[config.mk]
export PLATFORM = sky130hd
export DESIGN_NAME = clk_rst_ctrl
export DESIGN_NICKNAME = d
export VERILOG_FILES = /design/src/rtl/clk_rst_pkg.sv /design/src/rtl/ce_div.sv /design/src/rtl/clk_rst_ctrl.sv
export SDC_FILE = /design/constraint.sdc
export NUM_CORES = 1
export LEC_CHECK = 0
export ABC_CLOCK_PERIOD_IN_PS = 6200
export CORE_ASPECT_RATIO = 1.5
export CORE_UTILIZATION = 56
export CTS_CLUSTER_DIAMETER = 120
export DETAILED_ROUTE_END_ITERATION = 6
export PLACE_DENSITY = 0.74
export SYNTH_ARGS = -nofsm -noshare
export SYNTH_HDL_FRONTEND = slang
export SYNTH_HIERARCHICAL = 1
export SYNTH_SLANG_ARGS = --single-unit
export TNS_END_PERCENT = 10
[constraint.sdc]
create_clock -name clk_i -period 6.2 [get_ports clk_i]
set_input_delay 1.24 -clock clk_i [delete_from_list [all_inputs] [get_ports clk_i]]
set_output_delay 1.24 -clock clk_i [all_outputs]
set_load 0.01 [all_outputs]
[src/rtl/clk_rst_pkg.sv]
// Shared types and default constants for the clock/reset controller.
// Latency: n/a (declarations only).
// Backpressure: n/a.
package clk_rst_pkg;

  // Sequencer states, in bring-up order.
  typedef enum logic [1:0] {
    ST_PLL_RST   = 2'd0,
    ST_WAIT_LOCK = 2'd1,
    ST_STABLE    = 2'd2,
    ST_RUN       = 2'd3
  } state_t;

  localparam int DEF_NUM_CH          = 2;
  localparam int DEF_CNT_W           = 16;
  // Leftmost entry of the literal belongs to channel 0.
  localparam logic [DEF_NUM_CH*DEF_CNT_W-1:0] DEF_DIV = {16'd4, 16'd1};
  localparam int DEF_PLL_RST_CYC     = 16;
  localparam int DEF_LOCK_STABLE_CYC = 1024;
  localparam int DEF_LOCK_TIMEOUT    = 65535;

  // 8-bit increment that sticks at all-ones.
  function automatic logic [7:0] sat_inc8(input logic [7:0] v);
    return (v == 8'hFF) ? v : v + 8'd1;
  endfunction

endpackage

[src/rtl/ce_div.sv]
// One clock-enable divider channel: counts 0..div-1 while running, strobes on div-1.
// Latency: strobe is combinational from the counter; first strobe on the div-th run cycle.
// Backpressure: none; the counter is cleared whenever the controller is about to leave run.
// Ports: i_clk/i_rst_n clock and async reset, i_run (currently running),
//        i_run_nxt (running next cycle), i_div divisor (>=1), o_ce strobe.
module ce_div #(
  parameter int CNT_W = 16
) (
  input  logic             i_clk,
  input  logic             i_rst_n,
  input  logic             i_run,
  input  logic             i_run_nxt,
  input  logic [CNT_W-1:0] i_div,
  output logic             o_ce
);

  logic [CNT_W-1:0] r_cnt;
  logic [CNT_W-1:0] w_last;
  logic             w_wrap;

  assign w_last = i_div - CNT_W'(1);
  assign w_wrap = (r_cnt == w_last);

  // Clearing on the next-state view keeps the counter at 0 in every
  // non-run cycle, including the first one after run is left.
  always_ff @(posedge i_clk or negedge i_rst_n) begin
    if (!i_rst_n) begin
      r_cnt <= '0;
    end else if (!i_run_nxt) begin
      r_cnt <= '0;
    end else if (i_run) begin
      r_cnt <= w_wrap ? '0 : r_cnt + CNT_W'(1);
    end
  end

  // A strobe due in the last run cycle is still issued.
  assign o_ce = i_run & w_wrap;

endmodule

[src/rtl/clk_rst_ctrl.sv]
// PLL bring-up sequencer: resets the PLL, waits for a stable lock, then releases
// the system reset and runs per-channel clock-enable dividers.
// Latency: lock input 2 cycles (synchroniser); rst_n_o/ready_o registered; ce_o from divider counters.
// Backpressure: none; any synchronised lock loss in RUN restarts the PLL sequence.
// Ports: clk_i, rst_n_i (async, active low), pll_lock_i (async) in;
//        pll_resetb_o, rst_n_o, ready_o, ce_o[NUM_CH], timeout_o, loss_cnt_o[8] out.
module clk_rst_ctrl
  import clk_rst_pkg::*;
#(
  parameter int                        NUM_CH          = DEF_NUM_CH,
  parameter int                        CNT_W           = DEF_CNT_W,
  parameter logic [NUM_CH*CNT_W-1:0]   DIV             = DEF_DIV,
  parameter int                        PLL_RST_CYC     = DEF_PLL_RST_CYC,
  parameter int                        LOCK_STABLE_CYC = DEF_LOCK_STABLE_CYC,
  parameter int                        LOCK_TIMEOUT    = DEF_LOCK_TIMEOUT
) (
  input  logic              clk_i,
  input  logic              rst_n_i,
  input  logic              pll_lock_i,
  output logic              pll_resetb_o,
  output logic              rst_n_o,
  output logic              ready_o,
  output logic [NUM_CH-1:0] ce_o,
  output logic              timeout_o,
  output logic [7:0]        loss_cnt_o
);

  localparam logic [CNT_W-1:0] RST_LAST    = CNT_W'(PLL_RST_CYC - 1);
  localparam logic [CNT_W-1:0] STABLE_LAST = CNT_W'(LOCK_STABLE_CYC - 1);
  localparam logic [CNT_W-1:0] TMO_LAST    = CNT_W'(LOCK_TIMEOUT - 1);

  logic             r_lock_m;
  logic             r_lock_s;
  state_t           r_state;
  state_t           w_state_nxt;
  logic [CNT_W-1:0] r_cnt;
  logic [CNT_W-1:0] w_cnt_nxt;
  logic             r_pll_resetb;
  logic             r_rst_n;
  logic             r_ready;
  logic             r_timeout;
  logic             w_timeout_nxt;
  logic [7:0]       r_loss;
  logic [7:0]       w_loss_nxt;
  logic             w_run_nxt;

  // Two-flop synchroniser for the PLL lock, which is asynchronous to clk_i.
  always_ff @(posedge clk_i or negedge rst_n_i) begin
    if (!rst_n_i) begin
      r_lock_m <= 1'b0;
      r_lock_s <= 1'b0;
    end else begin
      r_lock_m <= pll_lock_i;
      r_lock_s <= r_lock_m;
    end
  end

  // State, shared phase counter and registered outputs. Outputs are
  // loaded from the next state so they line up with the state itself.
  always_ff @(posedge clk_i or negedge rst_n_i) begin
    if (!rst_n_i) begin
      r_state      <= ST_PLL_RST;
      r_cnt        <= '0;
      r_pll_resetb <= 1'b0;
      r_rst_n      <= 1'b0;
      r_ready      <= 1'b0;
      r_timeout    <= 1'b0;
      r_loss       <= 8'd0;
    end else begin
      r_state      <= w_state_nxt;
      r_cnt        <= w_cnt_nxt;
      r_pll_resetb <= (w_state_nxt != ST_PLL_RST);
      r_rst_n      <= w_run_nxt;
      r_ready      <= w_run_nxt;
      r_timeout    <= w_timeout_nxt;
      r_loss       <= w_loss_nxt;
    end
  end

  always_comb begin
    w_state_nxt   = r_state;
    w_cnt_nxt     = r_cnt;
    w_timeout_nxt = 1'b0;
    w_loss_nxt    = r_loss;
    case (r_state)
      ST_PLL_RST: begin
        if (r_cnt == RST_LAST) begin
          w_state_nxt = ST_WAIT_LOCK;
          w_cnt_nxt   = '0;
        end else begin
          w_cnt_nxt   = r_cnt + CNT_W'(1);
        end
      end
      ST_WAIT_LOCK: begin
        if (r_lock_s) begin
          w_state_nxt = ST_STABLE;
          w_cnt_nxt   = '0;
        end else if (r_cnt == TMO_LAST) begin
          w_state_nxt   = ST_PLL_RST;
          w_cnt_nxt     = '0;
          w_timeout_nxt = 1'b1;
        end else begin
          w_cnt_nxt     = r_cnt + CNT_W'(1);
        end
      end
      ST_STABLE: begin
        // Counts consecutive locked cycles; any unlocked cycle starts over.
        if (!r_lock_s) begin
          w_state_nxt = ST_WAIT_LOCK;
          w_cnt_nxt   = '0;
        end else if (r_cnt == STABLE_LAST) begin
          w_state_nxt = ST_RUN;
          w_cnt_nxt   = '0;
        end else begin
          w_cnt_nxt   = r_cnt + CNT_W'(1);
        end
      end
      ST_RUN: begin
        // No glitch filter here: a single unlocked cycle is a loss.
        if (!r_lock_s) begin
          w_state_nxt = ST_PLL_RST;
          w_cnt_nxt   = '0;
          w_loss_nxt  = sat_inc8(r_loss);
        end
      end
      default: begin
        w_state_nxt = ST_PLL_RST;
        w_cnt_nxt   = '0;
      end
    endcase
  end

  assign w_run_nxt = (w_state_nxt == ST_RUN);

  // r_ready is high exactly in RUN, so it gates the dividers directly.
  for (genvar k = 0; k < NUM_CH; k++) begin : g_ch
    ce_div #(
      .CNT_W (CNT_W)
    ) u_ce_div (
      .i_clk     (clk_i),
      .i_rst_n   (rst_n_i),
      .i_run     (r_ready),
      .i_run_nxt (w_run_nxt),
      .i_div     (DIV[(NUM_CH-1-k)*CNT_W +: CNT_W]),
      .o_ce      (ce_o[k])
    );
  end

  assign pll_resetb_o = r_pll_resetb;
  assign rst_n_o      = r_rst_n;
  assign ready_o      = r_ready;
  assign timeout_o    = r_timeout;
  assign loss_cnt_o   = r_loss;

endmodule
==> metrics.cfg, run 1 <==
[timing]
finalClockSkew_ns = 0.007459
maxClockFrequency_ghz = 0.2435
final-max-slew-violation-count = 0
rsz_0062_raised_after_global_routing = false
worst-slew-pin-transition_ns = 0.9620
final-hold-violation-count = 0
fin_crit_sh_pct = 66.25
final_sum_of_negative_setup_slack_ns = 0
report.final.setup_viol = 0
period_needed_ns = 4.107
max_slew_margin_pct = 35.87

[worst_setup_path]
start_kind = flip-flop
timing.critical_path.arrival_ns = 2.87
setup.worst_path.class = flip-flop to output port
timing.rr.end = g_ch[1].u_ce_div/r_cnt[10]$_DFFE_PN0P_
worstSetupStartpoint = g_ch[0].u_ce_div/r_cnt[3]$_DFFE_PN0P_
worst_setup_path_endpoint = ce_o[0]
critical_r2r_launch = r_cnt[0]$_DFFE_PN0P_
worstSetupEndpointType = output port
reg2reg_slack_ns = 2.89
r2r_cells = 7
timing.critical_path.fanout_max = 5
worstPathRequired_ns = 4.96

[synth]
synth_commonest_cells = sky130_fd_sc_hd__dfrtp_1 (63), sky130_fd_sc_hd__nand2_1 (41), sky130_fd_sc_hd__xnor2_1 (39)
synth_area_sq_mm = 0.004756
synth_top_flop_cell = sky130_fd_sc_hd__dfrtp_1
synth_area_leaders = sky130_fd_sc_hd__dfrtp_1 (33%), sky130_fd_sc_hd__xnor2_1 (7.2%), sky130_fd_sc_hd__xor2_1 (6.3%)
ys_seq_elements = 63
yosys_warn_count = 6
synthMostInstantiatedCell = sky130_fd_sc_hd__dfrtp_1
synth_cells = 519
syn_area_per_cell_sq_um = 9.163
post_synth_num_cell_types = 65
synthDominantAreaCellType = sky130_fd_sc_hd__dfrtp_1
synthArstFlopShare_pct = 100.0
yosysTopAreaCellShare_pct = 33.15
synth-seq-area-share_pct = 33.15
synth_edf_count = 0

[place]
postPlaceCellArea_sq_mm = 0.005338
gpl.final_weighted_congestion = 0.8176
dp.final_hpwl_um = 7526
port_buffers = 16

[detailed_routing]
post_dr_vias_cell = 5.264
drc_errors = 0
drt_first_iter_violations = 198
firstDrtPassIters = 4
detail-route-antenna-nets = 0
vias = 4027
wl_um = 10070
post_drt_wl_per_cell_um = 13.17

[clock_network]
cts.sink_count = 63
number_of_buffers_added_to_fix_hold_violations_after_cts = 0
cts_root_buf = sky130_fd_sc_hd__clkbuf_16
cts_inserted_buffers = 9
post-cts-setup-buffer-count = 0
clk-insertion-delay-late_ns = 0.33
clkSlewWorstSetupHoldPaths_ns = 0.06
cts_repair_resize_count = 0
h-tree-depth = 3
tritoncts_clock_tree = yes
cts_max_path_buffers = 2

[global_routing]
global_route_wire_length_before_repair_um = 17350
grt-busiest-layer = met2
grt_max_degree = 64
grt_antenna_before_repair = 0
globalRouteMet2Util_pct = 46.55
grt.total_usage_pct = 24.75
use_met3_pct = 4.921
grt_use_met1_pct = 27.07
global_route_total_overflow = 0
number_of_global_route_vias_before_repair = 3891

[power_and_ir_drop]
p_sw_mw = 0.3677
vdd.ir_drop.worst_uv = 266.9
leakage_nw = 2.354
intPower_mw = 0.8454
clk_network_pwr_share_pct = 40.7
power_share_of_the_sequential_group_pct = 40.5
p_per_area_mw_per_mm2 = 215.3
switching_share_pct = 30.31
combinationalPowerShare_pct = 18.8

[final_layout]
flow.area_growth_from_synthesis_pct = 18.47
final_area_sq_mm = 0.005634
post_route_cells_drive_above_1_share_pct = 10.61
final_antenna_diode_count = 0
nNetsFinal = 665
final-seq-area_sq_mm = 0.001577
layout.filler_cells = 688
total_area_of_multi_input_combinational_cells_sq_mm = 0.003411
finish.utilization_pct = 69.49

[floorplan]
boundaryPins = 17
die_area_sq_mm = 0.008873
floorplan.core_area_sq_mm = 0.008108
chipWidth_um = 77.25
fp.dieH_um = 114.9
row_count = 40
initial_utilization_pct = 58.66

[job]
max_cap_viol_count = 0

[status]
outcome = finished, final reports clean

[worst_hold_path]
min_path_type = flip-flop to flip-flop

[how the worst min path moves through the flow]
stage,startpoint,end,slack (ns),depth (start not counted)
final,r_lock_m$_DFF_PN0_,r_lock_s$_DFF_PN0_,0.35,0
after global routing,r_lock_m$_DFF_PN0_,r_lock_s$_DFF_PN0_,0.36,0
after CTS,r_lock_m$_DFF_PN0_,r_lock_s$_DFF_PN0_,0.35,0
after detailed placement,r_lock_m$_DFF_PN0_,r_lock_s$_DFF_PN0_,0.34,0
after global placement,r_lock_m$_DFF_PN0_,r_lock_s$_DFF_PN0_,0.35,0
after floorplan,r_lock_m$_DFF_PN0_,r_lock_s$_DFF_PN0_,0.33,0
[power groups by stage]
stage                     Combinational (mW)  Clock [mW]  Sequential, mW
after global routing                   0.257       0.523           0.498
after detailed placement               0.222           0           0.497
after CTS                              0.223       0.507           0.490
final                                  0.228       0.494           0.492
after floorplan                        0.178           0           0.485
after global placement                 0.214           0           0.495
[cells in the final DEF (no fill, tap or decap), types with 4 or more instances in the layout]
master and count:
sky130_fd_sc_hd__nor2_1 38, sky130_fd_sc_hd__nor3_1 13, sky130_fd_sc_hd__and3_1 9, sky130_fd_sc_hd__clkbuf_16 9
sky130_fd_sc_hd__and4_1 5, sky130_fd_sc_hd__or4_1 8, sky130_fd_sc_hd__nor4_1 8, sky130_fd_sc_hd__nor4_2 5
sky130_fd_sc_hd__dfrtp_1 63, sky130_fd_sc_hd__nand2b_1 7, sky130_fd_sc_hd__nor2_2 20, sky130_fd_sc_hd__xor2_1 34
sky130_fd_sc_hd__a211o_1 4, sky130_fd_sc_hd__nand3_1 27, sky130_fd_sc_hd__nor3b_1 4, sky130_fd_sc_hd__or2_2 6
sky130_fd_sc_hd__conb_1 134, sky130_fd_sc_hd__nand2_1 41, sky130_fd_sc_hd__nand4_1 21, sky130_fd_sc_hd__inv_1 15
sky130_fd_sc_hd__nor2b_1 5, sky130_fd_sc_hd__o21ai_0 15, sky130_fd_sc_hd__or3_1 8, sky130_fd_sc_hd__nand3b_1 6
sky130_fd_sc_hd__ha_1 7, sky130_fd_sc_hd__a21oi_1 13, sky130_fd_sc_hd__a21boi_1 6, sky130_fd_sc_hd__xnor2_1 39
sky130_fd_sc_hd__a32oi_1 4, sky130_fd_sc_hd__clkdlybuf4s50_1 15
[area by class of cell]
type                       instances  share of cell area, %
tap                              105                  2.332
timing repair buffer              17                  2.887
multi-input combinational        549                  60.54
inverter                          15                 0.9993
sequential                        63                  27.98
clock inverter                     7                  1.266
clock buffer                       9                  3.997
[routing by layer]
| metal | share of wire [%] | vias up |
|---|---|---|
| li1 | - | 2025 |
| met1 | 41 | 1909 |
| met2 | 54 | 73 |
| met3 | 3.1 | 20 |
| met4 | 2.1 | 0 |
| met5 | 0 | - |
[state kept, by name, summed over array words and instances (netlist names)]
| signal | count |
|---|---|
| loss_cnt_o | 8 |
| r_cnt | 16 |
| ready_o | 1 |
| g_ch.u_ce_div/r_cnt | 32 |
| pll_resetb_o | 1 |
| r_lock_m | 1 |
| r_state | 2 |
| timeout_o | 1 |
| r_lock_s | 1 |
[cells by family (layout without fill, tap and decap cells)]
logic type               Yosys count  count (layout)  share of synthesized area, %
adder cells (fa/ha/maj)            7               7                         1.842
AO/OA/AOI/OAI                     82              82                         14.02
flip-flops                        63              63                         33.15
XOR/XNOR                          73              73                         13.44
other                              2             134                        0.1579
multiplexers                       3               3                        0.6577
AND/OR/NAND/NOR                  250             250                         31.18
buffers and inverters             39              48                         5.551
[metrics by stage]
stage / hold slack (ns) / worst slack, ns / instances / power (mW)
5_1_grt: 0.3607 / 1.920 / 765 / 1.278
3_5_place_dp: 0.3380 / 2.431 / 749 / 0.7193
3_3_place_gp: 0.3486 / 2.462 / 749 / 0.7096
2_1_floorplan: 0.3312 / 2.985 / 651 / 0.6634
6_report: 0.3532 / 2.093 / 765 / 1.213
4_1_cts: 0.3544 / 2.068 / 765 / 1.220
[critical path: stages, from the launching register on]
cell	delay, ns
sky130_fd_sc_hd__dfrtp_1	0.43
sky130_fd_sc_hd__xnor2_1	0.20
sky130_fd_sc_hd__xnor2_1	0.10
sky130_fd_sc_hd__or4_1	0.56
sky130_fd_sc_hd__a2111oi_4	0.26
sky130_fd_sc_hd__nand4_4	0.18
sky130_fd_sc_hd__nor3_1	0.24
sky130_fd_sc_hd__clkdlybuf4s50_1	0.57
No activity file was read; power rests on OpenSTA's default activity.
==> run 2: changes to the inputs <==
Settings changed: ABC_CLOCK_PERIOD_IN_PS 6200 to 4200.
Clock period 6.2 ns to 4.2 ns, I/O delays scaled along.
==> metrics.cfg, run 2 (same netlist as run 1, synthesis figures left out) <==
[floorplan]
floorplan.core_area_sq_mm = 0.008108  ; unchanged
initial_utilization_pct = 58.66  ; unchanged
row_count = 40  ; unchanged
die_area_sq_mm = 0.008873  ; unchanged
chipWidth_um = 77.25  ; unchanged
fp.dieH_um = 114.9  ; unchanged
boundaryPins = 17  ; unchanged

[clock_network]
clkSlewWorstSetupHoldPaths_ns = 0.05  ; about the same
tritoncts_clock_tree = yes
h-tree-depth = 3  ; unchanged
cts_inserted_buffers = 9  ; unchanged
cts_max_path_buffers = 2  ; unchanged
clk-insertion-delay-late_ns = 0.33  ; about the same
cts_root_buf = sky130_fd_sc_hd__clkbuf_16
post-cts-setup-buffer-count = 0  ; unchanged
cts_repair_resize_count = 0  ; unchanged
cts.sink_count = 63  ; unchanged
number_of_buffers_added_to_fix_hold_violations_after_cts = 0  ; unchanged

[worst_setup_path]
worstPathRequired_ns = 3.36  ; -1.60 ns
start_kind = flip-flop
setup.worst_path.class = flip-flop to output port
timing.critical_path.fanout_max = 5  ; unchanged
worstSetupEndpointType = output port
critical_r2r_launch = g_ch[0].u_ce_div/r_cnt[3]$_DFFE_PN0P_
timing.rr.end = g_ch[0].u_ce_div/r_cnt[9]$_DFFE_PN0P_
r2r_cells = 7  ; unchanged
reg2reg_slack_ns = 1.45  ; -1.44 ns
timing.critical_path.arrival_ns = 2.92  ; +0.05 ns

[final_layout]
flow.area_growth_from_synthesis_pct = 18.68
nNetsFinal = 666  ; +0.15%
final_antenna_diode_count = 0  ; unchanged
finalNonFillerCells = 765  ; unchanged
largest_reg_flops = 32  ; unchanged
mostFrequentLayoutCells = sky130_fd_sc_hd__conb_1 (134), sky130_fd_sc_hd__dfrtp_1 (63), sky130_fd_sc_hd__nand2_1 (41), sky130_fd_sc_hd__xnor2_1 (39), sky130_fd_sc_hd__nor2_1 (38)
final_area_sq_mm = 0.005644  ; +0.18%
post_route_cells_drive_above_1_share_pct = 10.45  ; -0.15 points
top_register = g_ch.u_ce_div/r_cnt
layout_commonest_cell = sky130_fd_sc_hd__conb_1

[detailed_routing]
detail-route-antenna-nets = 0  ; unchanged
post_dr_vias_cell = 5.186  ; -1.5%
vias = 3967  ; -1.5%
firstDrtPassIters = 4  ; unchanged
wl_um = 9933  ; -1.4%
drt_first_iter_violations = 211  ; +6.6%
post_drt_wl_per_cell_um = 12.98  ; -1.4%
drc_errors = 0  ; unchanged

[timing]
report.final.setup_viol = 0  ; unchanged
max_slew_margin_pct = 28.50  ; -7.4 points
whs_ns = 0.3640  ; +0.01084 ns
rsz_0062_raised_after_global_routing = false
maxClockFrequency_ghz = 0.2657
final_sum_of_negative_setup_slack_ns = 0  ; unchanged
fin_crit_sh_pct = 89.60
layout_setup_ws_ns = 0.4366  ; -1.656 ns
finalClockSkew_ns = 0.004792  ; -0.002667 ns
period_needed_ns = 3.763
final-hold-violation-count = 0  ; unchanged
final-max-slew-violation-count = 0  ; unchanged
worst-slew-pin-transition_ns = 1.073  ; +0.1105 ns

[place]
place_inst = 750  ; +0.13%
pre_cts_slack_ns = 0.8094  ; -1.622 ns
dp.final_hpwl_um = 7363  ; -2.2%
postPlaceCellArea_sq_mm = 0.005345  ; +0.14%
gpl.final_weighted_congestion = 0.8522  ; +4.2%
port_buffers = 16  ; unchanged

[job]
max_cap_viol_count = 0  ; unchanged

[power_and_ir_drop]
p_per_area_mw_per_mm2 = 317.5  ; +47%
leakage_nw = 2.367  ; +0.52%
vdd.ir_drop.worst_uv = 289.9  ; +8.6%

[global_routing]
number_of_global_route_vias_before_repair = 3784  ; -2.7%
grt.total_usage_pct = 24.49  ; -0.26 points
grt_antenna_before_repair = 0  ; unchanged
global_route_wire_length_before_repair_um = 17120  ; -1.3%
global_route_total_overflow = 0  ; unchanged
grt_max_degree = 48  ; -25%

[worst_hold_path]
min_path_type = flip-flop to flip-flop
min-delay-start = r_lock_m$_DFF_PN0_
timing.hold.worst_endpoint = r_lock_s$_DFF_PN0_
holdPathStages = 0  ; unchanged

[status]
outcome = finished, final reports clean

==> run 2: changes by cell type in the layout (fill, tap and decap cells not counted) <==
cell                         before  now
sky130_fd_sc_hd__buf_4            1    2
sky130_fd_sc_hd__clkbuf_1         0    1
sky130_fd_sc_hd__clkbuf_8         0    2
sky130_fd_sc_hd__clkinv_2         2    1
sky130_fd_sc_hd__clkinvlp_4       3    1
sky130_fd_sc_hd__inv_6            1    0
==> run 2: layout make-up <==
cell class                 count  area [sq um]
clock buffer                  12         256.5
clock inverter                 3         42.54
fill                         707          2464
inverter                      15         56.30
multi-input combinational    549          3411
sequential                    63          1577
tap                          105         131.4
timing repair buffer          18         170.2
==> run 2: worst max-delay path, stage by stage, from the launching register on <==
cell                              delay (ns)
sky130_fd_sc_hd__dfrtp_1                0.43
sky130_fd_sc_hd__xnor2_1                0.20
sky130_fd_sc_hd__xnor2_1                0.09
sky130_fd_sc_hd__or4_1                  0.56
sky130_fd_sc_hd__a2111oi_4              0.27
sky130_fd_sc_hd__nand4_4                0.17
sky130_fd_sc_hd__nor3_1                 0.29
sky130_fd_sc_hd__clkdlybuf4s50_1        0.58
==> run 2: per-stage QoR <==
stage	util, %	total power, mW
5_1_grt	69.61	1.888
4_1_cts	69.61	1.803
6_report	69.61	1.792
2_1_floorplan	-	0.9793
3_5_place_dp	65.93	1.054
3_3_place_gp	65.93	1.047
==> run 2: where the power goes <==
part	internal [mW]	switching [mW]	total (mW)
clock network	0.487	0.253	0.739
registers	0.657	0.0649	0.722
logic	0.132	0.198	0.330
==> run 2: per-layer routing <==
metal  GRT usage [%]  wire length (um)  vias up
li1                -                 -     2019
met1           26.35              4049     1878
met2           47.20              5491       57
met3           4.841               240       13
met4           8.176               151        0
met5               0                 0        -
==> run 2: worst max-delay path by stage <==
stage / start / end / cells after the start
global route: g_ch[1].u_ce_div/r_cnt[3]$_DFFE_PN0P_ / ce_o[1] / 7
global placement: g_ch[0].u_ce_div/r_cnt[3]$_DFFE_PN0P_ / ce_o[0] / 7
finish: g_ch[1].u_ce_div/r_cnt[3]$_DFFE_PN0P_ / ce_o[1] / 7
detailed placement: g_ch[1].u_ce_div/r_cnt[3]$_DFFE_PN0P_ / ce_o[1] / 7
floorplan: g_ch[0].u_ce_div/r_cnt[3]$_DFFE_PN0P_ / ce_o[0] / 6
CTS: g_ch[1].u_ce_div/r_cnt[3]$_DFFE_PN0P_ / ce_o[1] / 7
